## src/rtl/mem_stage.sv

```systemverilog
// AsyncARM memory-access stage: sits between the ALU and writeback, passes non-memory ops through
// and turns loads/stores into sized, byte-enabled RAM requests with alignment faults and optional posted stores.
module mem_stage #(
   parameter int DW         = 32,
   parameter int AW         = 32,
   parameter bit STORE_WAIT = 1'b1
) (
   input  logic            clk,
   input  logic            reset,
   input  logic            in_valid,
   output logic            in_ready,
   input  logic            in_m,
   input  logic [DW-1:0]   in_data1,
   input  logic [DW-1:0]   in_data2,
   input  logic [DW-1:0]   in_srcdst,
   input  logic [31:0]     in_cpsr,
   input  logic            in_w,
   input  logic [1:0]      in_size,
   input  logic            in_signed,
   output logic            wb_valid,
   input  logic            wb_ready,
   output logic [DW-1:0]   wb_data1,
   output logic [DW-1:0]   wb_data2,
   output logic [DW-1:0]   wb_srcdst,
   output logic [31:0]     wb_cpsr,
   output logic            wb_w,
   output logic            wb_fault,
   output logic            ram_req,
   output logic            ram_we,
   output logic [AW-1:0]   ram_addr,
   output logic [DW-1:0]   ram_wdata,
   output logic [DW/8-1:0] ram_be,
   input  logic            ram_ack,
   input  logic [DW-1:0]   ram_rdata
);

   localparam int NB = DW / 8;
   localparam int LB = $clog2(NB);

   typedef enum logic [2:0] {IDLE, RD, WR, OUT, PST} state_t;

   state_t          state_reg, state_next;
   logic [DW-1:0]   data1_reg, data1_next;
   logic [DW-1:0]   data2_reg, data2_next;
   logic [DW-1:0]   srcdst_reg, srcdst_next;
   logic [31:0]     cpsr_reg, cpsr_next;
   logic            w_reg, w_next;
   logic            fault_reg, fault_next;
   logic [AW-1:0]   addr_reg, addr_next;
   logic            we_reg, we_next;
   logic [NB-1:0]   be_reg, be_next;
   logic [DW-1:0]   wdata_reg, wdata_next;
   logic [1:0]      size_reg, size_next;
   logic            sgn_reg, sgn_next;
   logic [LB-1:0]   lane_reg, lane_next;
   logic            ack_seen_reg, ack_seen_next;
   logic            wb_seen_reg, wb_seen_next;

   // Decode of the operation currently offered on the input side
   logic            op_load;
   logic [AW-1:0]   op_addr;
   logic [3:0]      op_nbytes;
   logic [2:0]      op_align_mask;
   logic [LB-1:0]   op_lane_mask;
   logic [LB-1:0]   op_lane;
   logic            op_fault;
   logic [NB-1:0]   op_be;
   logic [DW-1:0]   op_wdata;
   logic [7:0]      in_bytes [NB];

   // Load-return path: align selected lanes to bit 0, then extend
   logic [DW-1:0]   rd_shift;
   logic [3:0]      rd_nbytes;
   logic [LB-1:0]   rd_msb;
   logic [NB-1:0]   rd_sign_bits;
   logic            rd_sign;
   logic [DW-1:0]   rd_ext;

   assign op_load       = in_m && (in_data1 != '0);
   assign op_addr       = op_load ? in_data2[AW-1:0] : in_srcdst[AW-1:0];
   assign op_nbytes     = 4'd1 << in_size;
   assign op_align_mask = 3'(op_nbytes - 4'd1);
   assign op_lane_mask  = LB'(op_nbytes - 4'd1);
   assign op_lane       = op_addr[LB-1:0];
   assign op_fault      = in_m && ((in_size > 2'(LB)) || ((op_addr[2:0] & op_align_mask) != 3'd0));

   assign rd_shift  = ram_rdata >> {lane_reg, 3'b000};
   assign rd_nbytes = 4'd1 << size_reg;
   assign rd_msb    = LB'(rd_nbytes - 4'd1);
   assign rd_sign   = sgn_reg & rd_sign_bits[rd_msb];

   genvar gi;
   generate
      for (gi = 0; gi < NB; gi++) begin : g_lane
         localparam logic [4:0] GI = 5'(gi);
         logic [LB-1:0] src_lane;

         assign in_bytes[gi]      = in_data2[8*gi +: 8];
         assign op_be[gi]         = (GI >= 5'(op_lane)) && (GI < 5'(op_lane) + 5'(op_nbytes));
         // Small stores are replicated so every lane carries the datum; byte enables pick the live one
         assign src_lane          = LB'(gi) & op_lane_mask;
         assign op_wdata[8*gi +: 8] = in_bytes[src_lane];
         assign rd_sign_bits[gi]  = rd_shift[8*gi + 7];
         assign rd_ext[8*gi +: 8] = (GI < 5'(rd_nbytes)) ? rd_shift[8*gi +: 8] : {8{rd_sign}};
      end
   endgenerate

   assign in_ready  = reset && ((state_reg == IDLE) || ((state_reg == OUT) && wb_ready));
   assign wb_valid  = (state_reg == OUT) || ((state_reg == PST) && !wb_seen_reg);
   assign ram_req   = (state_reg == RD) || (state_reg == WR) || ((state_reg == PST) && !ack_seen_reg);
   assign wb_data1  = data1_reg;
   assign wb_data2  = data2_reg;
   assign wb_srcdst = srcdst_reg;
   assign wb_cpsr   = cpsr_reg;
   assign wb_w      = w_reg;
   assign wb_fault  = fault_reg;
   assign ram_we    = we_reg;
   assign ram_addr  = addr_reg;
   assign ram_be    = be_reg;
   assign ram_wdata = wdata_reg;

   always_comb begin
      state_next    = state_reg;
      data1_next    = data1_reg;
      data2_next    = data2_reg;
      srcdst_next   = srcdst_reg;
      cpsr_next     = cpsr_reg;
      w_next        = w_reg;
      fault_next    = fault_reg;
      addr_next     = addr_reg;
      we_next       = we_reg;
      be_next       = be_reg;
      wdata_next    = wdata_reg;
      size_next     = size_reg;
      sgn_next      = sgn_reg;
      lane_next     = lane_reg;
      ack_seen_next = ack_seen_reg;
      wb_seen_next  = wb_seen_reg;

      case (state_reg)
         RD: begin
            if (ram_ack) begin
               data1_next = rd_ext;
               state_next = OUT;
            end
         end
         WR: begin
            if (ram_ack) state_next = OUT;
         end
         OUT: begin
            if (wb_ready) state_next = IDLE;
         end
         PST: begin
            // Either event may come first; leave once both have been observed
            if ((ack_seen_reg || ram_ack) && (wb_seen_reg || wb_ready)) begin
               state_next = IDLE;
            end else begin
               ack_seen_next = ack_seen_reg | ram_ack;
               wb_seen_next  = wb_seen_reg | wb_ready;
            end
         end
         default: ;
      endcase

      if (in_valid && in_ready) begin
         data2_next    = in_data2;
         srcdst_next   = in_srcdst;
         cpsr_next     = in_cpsr;
         w_next        = in_w & ~op_fault;
         fault_next    = op_fault;
         data1_next    = in_m ? '0 : in_data1;
         size_next     = in_size;
         sgn_next      = in_signed;
         lane_next     = op_lane;
         ack_seen_next = 1'b0;
         wb_seen_next  = 1'b0;
         if (!in_m || op_fault) begin
            state_next = OUT;
         end else begin
            addr_next  = op_addr;
            we_next    = !op_load;
            be_next    = op_be;
            wdata_next = op_wdata;
            if (op_load)         state_next = RD;
            else if (STORE_WAIT) state_next = WR;
            else                 state_next = PST;
         end
      end
   end

   always_ff @(posedge clk) begin
      if (!reset) begin
         state_reg    <= IDLE;
         data1_reg    <= '0;
         data2_reg    <= '0;
         srcdst_reg   <= '0;
         cpsr_reg     <= '0;
         w_reg        <= 1'b0;
         fault_reg    <= 1'b0;
         addr_reg     <= '0;
         we_reg       <= 1'b0;
         be_reg       <= '0;
         wdata_reg    <= '0;
         size_reg     <= '0;
         sgn_reg      <= 1'b0;
         lane_reg     <= '0;
         ack_seen_reg <= 1'b0;
         wb_seen_reg  <= 1'b0;
      end else begin
         state_reg    <= state_next;
         data1_reg    <= data1_next;
         data2_reg    <= data2_next;
         srcdst_reg   <= srcdst_next;
         cpsr_reg     <= cpsr_next;
         w_reg        <= w_next;
         fault_reg    <= fault_next;
         addr_reg     <= addr_next;
         we_reg       <= we_next;
         be_reg       <= be_next;
         wdata_reg    <= wdata_next;
         size_reg     <= size_next;
         sgn_reg      <= sgn_next;
         lane_reg     <= lane_next;
         ack_seen_reg <= ack_seen_next;
         wb_seen_reg  <= wb_seen_next;
      end
   end

endmodule

```

## config.mk

```make
export PLATFORM = sky130hd
export DESIGN_NAME = mem_stage
export DESIGN_NICKNAME = d
export VERILOG_FILES = /design/src/rtl/mem_stage.sv
export SDC_FILE = /design/constraint.sdc
export NUM_CORES = 1
export LEC_CHECK = 0
export ABC_AREA = 1
export ABC_CLOCK_PERIOD_IN_PS = 7810
export CORE_MARGIN = 2
export CORE_UTILIZATION = 47
export DETAILED_ROUTE_END_ITERATION = 8
export PLACE_DENSITY = 0.86
export SKIP_CTS_REPAIR_TIMING = 1
export SYNTH_ARGS = -nofsm -noshare
export SYNTH_HDL_FRONTEND = slang
export SYNTH_SLANG_ARGS = --single-unit
export TNS_END_PERCENT = 20
```

## constraint.sdc

```tcl
create_clock -name clk -period 7.81 [get_ports clk]
set_input_delay 1.562 -clock clk [delete_from_list [all_inputs] [get_ports clk]]
set_output_delay 1.562 -clock clk [all_outputs]
set_load 0.01 [all_outputs]
```

==> results.sh <==
export IMPL_first_global_vias=9182
export IMPL_rrSetupSlack_ns=4.35
export IMPL_grt_usage=0.309
export IMPL_status="completed"
export IMPL_synth_edf_count=0
export IMPL_synth_warnings=0
export IMPL_cp_slowest_cell="inv_2"
export IMPL_cts_sinks=206
export IMPL_fp_row_count=51
export IMPL_r2r_start="state_reg[0]"
export IMPL_start_kind="primary input"
export IMPL_multi_input_area_sq_um=4400
export IMPL_dieWidth_microns=145
export IMPL_drc_errors=0
export IMPL_path_clk_slew_ns=0.06
export IMPL_root_buffer="clkbuf_16"
export IMPL_cts_htree_levels=1
export IMPL_grt_pass1_wl_microns=50300
export IMPL_via_count=10300
export IMPL_ys_ff_latch=206
export IMPL_total_power_mw=3.73
export IMPL_clock_latency_ns=0.50
export IMPL_synthSimpleGateAreaFrac=0.305
export IMPL_antenna_found_initial=0
export IMPL_routabilityCongestion=0.969
export IMPL_setup_viol=0
export IMPL_p_leak_nw=5.89
export IMPL_synth_top_family_by_area="simple AND/OR/NAND/NOR gates"
export IMPL_coreArea_sq_um=19400
export IMPL_grt_overflow_total=0
export IMPL_critical_path_class="in -> reg"
export IMPL_fin_crit_sh=0.719
export IMPL_power_density_nw_per_um2=271
export IMPL_synth_flop_cell="dfxtp_1"
export IMPL_hpwl_microns=24800
export IMPL_r2r_end="ram_addr[5]"
export IMPL_dpl_cell_area_sq_um=13000
export IMPL_crit_path_end_kind="flip-flop"
export IMPL_max_stage_delay_ns=0.86
export IMPL_synthToLayoutAreaGrowth_pct=48.0
export IMPL_wire_per_inst_microns=17.5
export IMPL_synth_mux_area_frac=0.0151
export IMPL_crit_path_end="ram_addr[5]"
export IMPL_rsz0062_at_grt="no"
export IMPL_dr_pass1_iters=6
export IMPL_max_cap_violations=0
export IMPL_n_antenna_cell=0
export IMPL_slew_headroom=0.240
export IMPL_synth_xor_area_frac=0
export IMPL_hp_class="reg -> reg"
export IMPL_via_per_inst=5.33
export IMPL_path_cells="clkdlybuf4s50_1 > nor2_1 > nand2_1 > nor2_1 > nand2_1 > o21ai_2 > nand2_1 > nand2_1 > inv_1 > ha_1 > or2_2 > nand2_2 > nand2_4 > inv_2 > buf_4 > nor2_1 > nor2_1"
export IMPL_synth_adder_area_share=0.0129
export IMPL_worstMarginPinSlew_ns=1.14
export IMPL_totalWireLength_microns=33900
export IMPL_drv_slew=0
export IMPL_synth_cell_types=35
export IMPL_syn_area_sq_um=9290
export IMPL_period_minus_slack_ns=5.62
export IMPL_dieHeight_microns=145
export IMPL_drive_above_1_share=0.0430
export IMPL_cts_tree="done"
export IMPL_cp_data_required_time_ns=8.25
export IMPL_syn_area_per_cell_sq_um=6.89
export IMPL_cp_arrival_ns=6.05
export IMPL_async_flop_share=0
export IMPL_yosysSeqAreaShare=0.444
export IMPL_r2r_cells=13
export IMPL_numCtsBuffers=23
export IMPL_drt_iter0_drc=904
export IMPL_hold_violations=0
export IMPL_clk_path_buf_depth=3
export IMPL_fin_area_sq_um=13700
export IMPL_postSynthCellCount=1348
export IMPL_ir_drop_mv=0.206
export IMPL_die_area_sq_um=20900
export IMPL_totalNegativeSetupSlack_ns=0
export IMPL_io_buffers=371
export IMPL_ioPinCount=372
export IMPL_syn_nets=1527
export IMPL_fmaxAchievable_mhz=178
export IMPL_grt_max_degree=128
export IMPL_finClkSkew_ns=0.00704
export IMPL_filler_cell_count=1626
export IMPL_synth_compound_area_frac=0.141
export IMPL_seqCellArea_sq_um=4120
export IMPL_final_nets=1842
export IMPL_crit_fanout=69
export IMPL_start_util=0.479
export IMPL_ant_nets=0
export IMPL_startpoint="in_data1[23]"
## area by class of cell
type                       count  share of cell area
sequential                   206               0.300
clock buffer                  32              0.0472
multi-input combinational    961               0.320
timing repair buffer         381               0.276
inverter                      90              0.0249
tap                          265              0.0241
clock inverter                 6             0.00765
## cells in the mapped netlist, types with 2 or more instances
library cell	instances	area [sq um]
o211ai_1	8	60.1
o21ai_0	155	776
buf_1	10	37.5
nor3_1	9	45.0
nand3_2	2	20.0
or2_2	2	12.5
inv_1	81	304
nand2_4	2	22.5
ha_1	8	100
dfxtp_1	206	4120
inv_2	7	26.3
nand3_1	131	656
mux2i_1	14	140
a211oi_1	8	60.1
a21oi_2	8	70.1
nand2_1	384	1440
buf_2	17	85.1
nor2_1	154	578
a21oi_1	53	265
buf_6	6	67.6
clkbuf_1	53	199
buf_4	4	30.0
o21ai_1	14	70.1
## critical path: cells and delay by family
| family | cells | cell delay [ns] |
|---|---|---|
| compound gates | 1 | 0.67 |
| fa+ha+maj | 1 | 0.20 |
| buf+inv | 4 | 1.75 |
| simple gates | 11 | 1.81 |
## logic make-up after synthesis
logic type,count (synthesis)
flops,206
fa+ha+maj,9
simple gates,691
mux,14
compound gates,247
buf+inv,181
## power by group
part           internal (mW)  total (mW)  switching (mW)
sequential              1.24        1.34           0.104
clock                  0.674        1.10           0.428
combinational          0.581        1.28           0.699
total                   2.49        3.73            1.23
## per-layer routing
metal | vias to the layer above | global-route usage | wire length (microns)
met5 | - | 0 | 0
met4 | 0 | 0.112 | 1460
met3 | 103 | 0.0785 | 3170
met2 | 543 | 0.495 | 15700
met1 | 4724 | 0.404 | 13600
li1 | 4968 | - | -
## worst min-delay path by stage
stage,startpoint,depth (start not counted),endpoint,slack [ns]
2_1_floorplan,sgn_reg,2,sgn_reg,0.45
3_3_place_gp,wb_cpsr[24],2,wb_cpsr[24],0.45
3_5_place_dp,wb_srcdst[9],2,wb_srcdst[9],0.46
4_1_cts,wb_srcdst[9],2,wb_srcdst[9],0.47
5_1_grt,wb_srcdst[9],2,wb_srcdst[9],0.48
6_report,wb_data2[22],2,wb_data2[22],0.46
## stage by stage
stage          worst slack (ns)  hold slack [ns]   util  std cells
2_1_floorplan              4.10            0.448      -       1348
3_3_place_gp               1.81            0.451  0.670       1903
3_5_place_dp               1.77            0.456  0.670       1903
4_1_cts                    2.26            0.466  0.709       1941
5_1_grt                    1.81            0.481  0.709       1941
6_report                   2.19            0.463  0.709       1941
## layout by cell type (no fill, tap or decap), types with 10 or more instances in the layout
master | netlist | routed
o21ai_1 | 14 | 13
nand3_1 | 131 | 131
o21ai_0 | 155 | 155
clkdlybuf4s50_1 | 0 | 370
buf_4 | 4 | 10
nor2_1 | 154 | 154
a21oi_1 | 53 | 53
inv_1 | 81 | 81
mux2i_1 | 14 | 14
nand2_1 | 384 | 384
dfxtp_1 | 206 | 206
clkbuf_16 | 0 | 23
(Power assumes the default switching activity.)
